## config.mk

```make
export PLATFORM = sky130hd
export DESIGN_NAME = cpu_io_port
export DESIGN_NICKNAME = d
export VERILOG_FILES = /design/src/rtl/cpu_io_pkg.sv /design/src/rtl/io_fifo.sv /design/src/rtl/cpu_io_port.sv
export SDC_FILE = /design/constraint.sdc
export NUM_CORES = 1
export LEC_CHECK = 0
export ABC_AREA = 1
export BUFFER_PORTS_ARGS = -buffer_cell sky130_fd_sc_hd__buf_2
export CAP_MARGIN = 20
export CORE_MARGIN = 8
export CORE_UTILIZATION = 59
export CTS_CLUSTER_DIAMETER = 100
export DETAILED_ROUTE_END_ITERATION = 10
export PLACE_DENSITY = 0.84
export SYNTH_ARGS = -nofsm -noshare
export SYNTH_HDL_FRONTEND = slang
export SYNTH_SLANG_ARGS = --single-unit
```

## constraint.sdc

```tcl
create_clock -name clk -period 4.1 [get_ports clk]
set_input_delay 0.82 -clock clk [delete_from_list [all_inputs] [get_ports clk]]
set_output_delay 0.82 -clock clk [all_outputs]
set_load 0.02 [all_outputs]
```

## src/rtl/cpu_io_pkg.sv

```systemverilog
// Shared types and defaults for the CPU I/O port and its output FIFO.
package cpu_io_pkg;

  localparam int DATA_WIDTH              = 8;
  localparam int FIFO_DEPTH_DEFAULT      = 4;
  localparam int DEBOUNCE_CYCLES_DEFAULT = 16;
  localparam int COUNT_WIDTH             = 5;

  // Encoded so {push, pop} maps straight onto the enum value.
  typedef enum logic [1:0] {
    FIFO_IDLE = 2'b00,
    FIFO_POP  = 2'b01,
    FIFO_PUSH = 2'b10,
    FIFO_BOTH = 2'b11
  } fifo_op_e;

  typedef enum logic [1:0] {
    TRAP_IDLE,
    TRAP_PULSE,
    TRAP_HELD
  } trap_state_e;

  function automatic fifo_op_e fifo_op(input logic push, input logic pop);
    return fifo_op_e'({push, pop});
  endfunction

endpackage

```

## src/rtl/io_fifo.sv

```systemverilog
// Output FIFO for CPU OUT bytes; head is visible one cycle after the push.
module io_fifo
  import cpu_io_pkg::*;
#(
  parameter int DEPTH = FIFO_DEPTH_DEFAULT,
  parameter int WIDTH = DATA_WIDTH
) (
  input  logic                   clk,
  input  logic                   rst_n,
  input  logic                   i_push,
  input  logic [WIDTH-1:0]       i_wdata,
  input  logic                   i_pop,
  output logic [WIDTH-1:0]       o_rdata,
  output logic                   o_full,
  output logic                   o_empty,
  output logic [COUNT_WIDTH-1:0] o_count
);

  localparam int PTR_W = $clog2(DEPTH);

  logic [WIDTH-1:0]       r_mem [DEPTH];
  logic [PTR_W-1:0]       r_wr_ptr;
  logic [PTR_W-1:0]       r_rd_ptr;
  logic [COUNT_WIDTH-1:0] r_count;

  logic w_do_pop;
  logic w_do_push;

  assign o_full    = (r_count == COUNT_WIDTH'(DEPTH));
  assign o_empty   = (r_count == '0);
  assign o_count   = r_count;
  assign o_rdata   = r_mem[r_rd_ptr];

  // A full FIFO still accepts a push when the head leaves in the same cycle.
  assign w_do_pop  = i_pop && !o_empty;
  assign w_do_push = i_push && (!o_full || w_do_pop);

  always_ff @(posedge clk or negedge rst_n) begin
    if (!rst_n) begin
      for (int i = 0; i < DEPTH; i++) begin
        r_mem[i] <= '0;
      end
      r_wr_ptr <= '0;
      r_rd_ptr <= '0;
      r_count  <= '0;
    end else begin
      if (w_do_push) begin
        r_mem[r_wr_ptr] <= i_wdata;
        r_wr_ptr        <= r_wr_ptr + PTR_W'(1);
      end
      if (w_do_pop) begin
        r_rd_ptr <= r_rd_ptr + PTR_W'(1);
      end
      unique case (fifo_op(w_do_push, w_do_pop))
        FIFO_PUSH: r_count <= r_count + COUNT_WIDTH'(1);
        FIFO_POP:  r_count <= r_count - COUNT_WIDTH'(1);
        default:   r_count <= r_count;
      endcase
    end
  end

endmodule

```

## src/rtl/cpu_io_port.sv

```systemverilog
// CPU I/O port: OUT byte FIFO, IN holding register and TRAP-release button.
// Define CPU_IO_PORT_DEBOUNCE_EN to add a DEBOUNCE_CYCLES filter on trap_btn.
module cpu_io_port
  import cpu_io_pkg::*;
#(
  parameter int FIFO_DEPTH      = FIFO_DEPTH_DEFAULT,
  parameter int DEBOUNCE_CYCLES = DEBOUNCE_CYCLES_DEFAULT
) (
  input  logic                   clk,
  input  logic                   async_nreset,
  input  logic                   cpu_io_write,
  input  logic [DATA_WIDTH-1:0]  cpu_io_data,
  output logic [DATA_WIDTH-1:0]  cpu_io_rdata,
  output logic                   cpu_exit_trap,
  output logic [DATA_WIDTH-1:0]  out_data,
  output logic                   out_valid,
  input  logic                   out_ready,
  input  logic [DATA_WIDTH-1:0]  in_data,
  input  logic                   in_valid,
  input  logic                   trap_btn,
  output logic                   overflow,
  output logic [COUNT_WIDTH-1:0] fifo_count
);

  logic                  w_full;
  logic                  w_empty;
  logic                  w_pop;
  logic                  w_filt;
  logic [DATA_WIDTH-1:0] r_in_hold;
  logic                  r_overflow;
  logic                  r_sync1;
  logic                  r_sync2;
  logic                  r_exit_trap;
  trap_state_e           r_trap_state;

  assign out_valid     = !w_empty;
  assign w_pop         = out_valid && out_ready;
  assign cpu_io_rdata  = r_in_hold;
  assign overflow      = r_overflow;
  assign cpu_exit_trap = r_exit_trap;

  io_fifo #(
    .DEPTH (FIFO_DEPTH),
    .WIDTH (DATA_WIDTH)
  ) u_fifo (
    .clk     (clk),
    .rst_n   (async_nreset),
    .i_push  (cpu_io_write),
    .i_wdata (cpu_io_data),
    .i_pop   (w_pop),
    .o_rdata (out_data),
    .o_full  (w_full),
    .o_empty (w_empty),
    .o_count (fifo_count)
  );

  always_ff @(posedge clk or negedge async_nreset) begin
    if (!async_nreset) begin
      r_in_hold  <= '0;
      r_overflow <= 1'b0;
    end else begin
      if (in_valid) begin
        r_in_hold <= in_data;
      end
      if (cpu_io_write && w_full && !w_pop) begin
        r_overflow <= 1'b1;
      end
    end
  end

  always_ff @(posedge clk or negedge async_nreset) begin
    if (!async_nreset) begin
      r_sync1 <= 1'b0;
      r_sync2 <= 1'b0;
    end else begin
      r_sync1 <= trap_btn;
      r_sync2 <= r_sync1;
    end
  end

`ifdef CPU_IO_PORT_DEBOUNCE_EN
  localparam int DB_W = $clog2(DEBOUNCE_CYCLES + 1);

  logic [DB_W-1:0] r_db_cnt;
  logic            r_filt;

  // The filtered level only follows the synchronizer after an unbroken run of disagreement.
  always_ff @(posedge clk or negedge async_nreset) begin
    if (!async_nreset) begin
      r_db_cnt <= '0;
      r_filt   <= 1'b0;
    end else if (r_sync2 == r_filt) begin
      r_db_cnt <= '0;
    end else if (r_db_cnt == DB_W'(DEBOUNCE_CYCLES - 1)) begin
      r_db_cnt <= '0;
      r_filt   <= r_sync2;
    end else begin
      r_db_cnt <= r_db_cnt + DB_W'(1);
    end
  end

  assign w_filt = r_filt;
`else
  assign w_filt = r_sync2;
`endif

  // HELD blocks retriggering until the filtered button is released.
  always_ff @(posedge clk or negedge async_nreset) begin
    if (!async_nreset) begin
      r_trap_state <= TRAP_IDLE;
      r_exit_trap  <= 1'b0;
    end else begin
      r_exit_trap <= 1'b0;
      case (r_trap_state)
        TRAP_IDLE: begin
          if (w_filt) begin
            r_trap_state <= TRAP_PULSE;
            r_exit_trap  <= 1'b1;
          end
        end
        TRAP_PULSE: r_trap_state <= w_filt ? TRAP_HELD : TRAP_IDLE;
        TRAP_HELD: begin
          if (!w_filt) begin
            r_trap_state <= TRAP_IDLE;
          end
        end
        default: r_trap_state <= TRAP_IDLE;
      endcase
    end
  end

endmodule

```

==> run metrics <==
outcome=complete, no violations; Vias=1977; number of flops mapped to enable cells by yosys=0; Final TNS setup=0 ns; post-synth top area share=a little over half; IO buf count=45; post-synthesis cell type count=24; Routed Antenna Nets=0; detailed-route wire length=5180 um; Detailed Route Iter0 Violations=117; Synth Area per Inst=9.68 um2; routability congestion estimate=0.854; Max Slew Vio Count=0; YS warnings=0; CTS resizes=0; Most used DFF post-synth=dfrtp_1; Final Setup Violations=0; number of antenna diodes=0; Max Clock Skew=0.00567 ns; count leader, synth=dfrtp_1; Sw Pwr=963 uW; Hold Fails Final Rpt=0; clock share of power=a little over an eighth; r2r setup slk=1.70 ns; RSZ-0062 raised after global routing=no; max_cap viols=0; CP Data Required Time=approximately 3.3 ns; CP bufs+invs=2; IO Pins=between 40 and 50; worst-margin pin slew=0.796 ns; initial core utilization=60.4%; CP max FO=18; Critical Path Source Type=register; critical path endpoint category=output port; synthesized flop and latch total=55; post-cts hold buffer count=0; area grow syn2layout=11.4%; Cells after Synth=268; CP max stage cell=dfrtp_1; synth cell count leaders=55 x dfrtp_1, 48 x nand2_1, 31 x o21ai_1, 25 x nor2_1, 23 x inv_1; nets=340; Core Area=roughly 4300 um2; clock buffer depth=2; Post-synth ARST share=100%; Die ar.=6770 um2; Num Clock Sinks=55; clk root buf=clkbuf_8; CTS tree=yes; register share of total power=about 43%; Hold WC Path Type=reg -> reg; post-synth top area cell=dfrtp_1; worst path cell trace=inv_1 > o21ai_0 > o22ai_1 > buf_2; DR DRC count=0; Vert. Die Dim=82.3 um; largest cells by area after synthesis=dfrtp_1 53%, nand2_1 6.9%, o21ai_1 6.0%, o21ai_0 3.9%, nor2_1 3.6%; CP max stage delay=0.71 ns; die width=around 82 um; Pint=1.24 mW; FMAX=359 MHz; Rel. slew slack=46.9%; Non-Filler Instances=364; Avg WL per Cell=14.2 um; final design area excluding fillers=roughly 2900 um2; First-pass DRT Iterations=4; post-synthesis sequential area ratio=between 50 and 60%; num rows=24; number of global-route vias before repair=1926; worst skew pair latency=0.30 ns; first-pass GRT wire length=8890 um; post-CTS setup buffers=0; grt total ovfl=0; pin count of the biggest net entering global routing=38; Mapped Area=between 2000 and 3000 um2; post-placement cell count=356; post-placement cell area=2810 um2; number of CTS-inserted buffers=5; minimum clock period=2.79 ns; Logic pwr share=44.4%; post-route clock period utilization=around two thirds; DPL Wire Length=3770 um; Switching Share=approximately 44%; maximum vdd drop=0.000457 V; post-layout util=just under 70%; Min Hold Slack=around 0.36 ns; leak pwr=1.45 nW; syn nets=297; gr usage total=roughly 17%; initial antenna violation count=0; Worst path top cell family by delay=flip-flops; critical path data arrival time=1.97 ns; Clk pin slew, worst setup/hold paths=0.10 ns; H-tree depth=2; PwrDens=761 nW/um2; Crit Path Class=reg -> out; fraction of layout cells with a size suffix above 1=approximately 25%; via/cell ratio=5.43
cell type report:
type	count	area, um2
clock buffers	6	72.6
clock inverters	2	12.5
fillers	356	1400
inverters	24	90.1
multi-input cells	179	1040
flip-flops and latches	55	1380
well taps	52	65.1
repair buffers	46	233
power groups by stage:
| stage | sequential (mW) | combinational [mW] | clock [mW] |
|---|---|---|---|
| final | 0.935 | 0.976 | 0.289 |
| after global routing | 0.968 | 1.09 | 0.320 |
| after CTS | 0.933 | 0.989 | 0.296 |
| after detailed placement | 0.942 | 0.987 | 0 |
| after global placement | 0.932 | 0.953 | 0 |
| after floorplan | 0.923 | 0.741 | 0 |
metal layers:
metal	GRT usage, %	routed length (um)
met3	4.55	320
met2	28.6	2560
met1	20.6	2240
met4	5.61	59
met5	0	0
cells by family after synthesis:
| kind of cell | after synthesis | share of synthesized area (%) |
|---|---|---|
| xor+xnor | 5 | 1.69 |
| simple gates | 94 | 18.1 |
| flops | 55 | 53.1 |
| buf+inv | 34 | 6.80 |
| fa+ha+maj | 7 | 3.38 |
| compound gates | 65 | 13.5 |
| mux | 8 | 3.47 |
flip-flops by register name, summed over array words and instances (netlist names):
register	cells
u_fifo.r_wr_ptr	2
u_fifo.r_mem	32
cpu_io_rdata	8
u_fifo.r_rd_ptr	2
r_trap_state	2
cpu_exit_trap	1
r_sync1	1
u_fifo.o_count	5
r_sync2	1
overflow	1
worst paths after layout:
| path | start | endpoint | depth (start not counted) |
|---|---|---|---|
| worst max-delay path | u_fifo.r_rd_ptr[0]$_DFFE_PN0P_ | out_data[1] | 4 |
| worst min-delay path | r_sync1$_DFF_PN0_ | r_sync2$_DFF_PN0_ | 0 |
| worst max register to register | u_fifo.o_count[0]$_DFFE_PN0P_ | u_fifo.o_count[4]$_DFFE_PN0P_ | 16 |
| worst min register to register | r_sync1$_DFF_PN0_ | r_sync2$_DFF_PN0_ | 0 |
| max in group asynchronous | async_nreset | u_fifo.r_mem[20]$_DFFE_PN0P_ | 2 |
| min in group asynchronous | async_nreset | u_fifo.r_mem[4]$_DFFE_PN0P_ | 1 |
through the flow:
stage               total power, mW  setup WS [ns]
floorplan                      1.66           1.66
detailed placement             1.93           1.36
global placement               1.89           1.46
CTS                            2.22           1.33
global route                   2.38           1.09
finish                         2.20           1.31
cells in the final DEF (no fill, tap or decap):
cell type	synthesis	layout
nand3_1	7	7
clkbuf_8	0	5
nand3_4	4	4
xnor2_1	3	3
dfrtp_1	55	55
inv_2	1	1
o21ai_1	31	31
xor2_1	2	2
buf_2	3	45
mux2_2	8	8
clkinvlp_4	0	1
nor2_1	25	25
nor3b_1	2	2
ha_1	7	7
nand2_2	5	5
a31o_2	1	1
o21ai_2	3	3
nand2_1	48	48
clkinv_2	0	1
nor3_4	2	2
clkbuf_1	3	1
o21ai_0	20	20
o22ai_1	8	8
nand2_4	1	1
inv_1	23	23
buf_4	0	1
a21oi_1	2	2
Power figures use the tool's default switching activity.
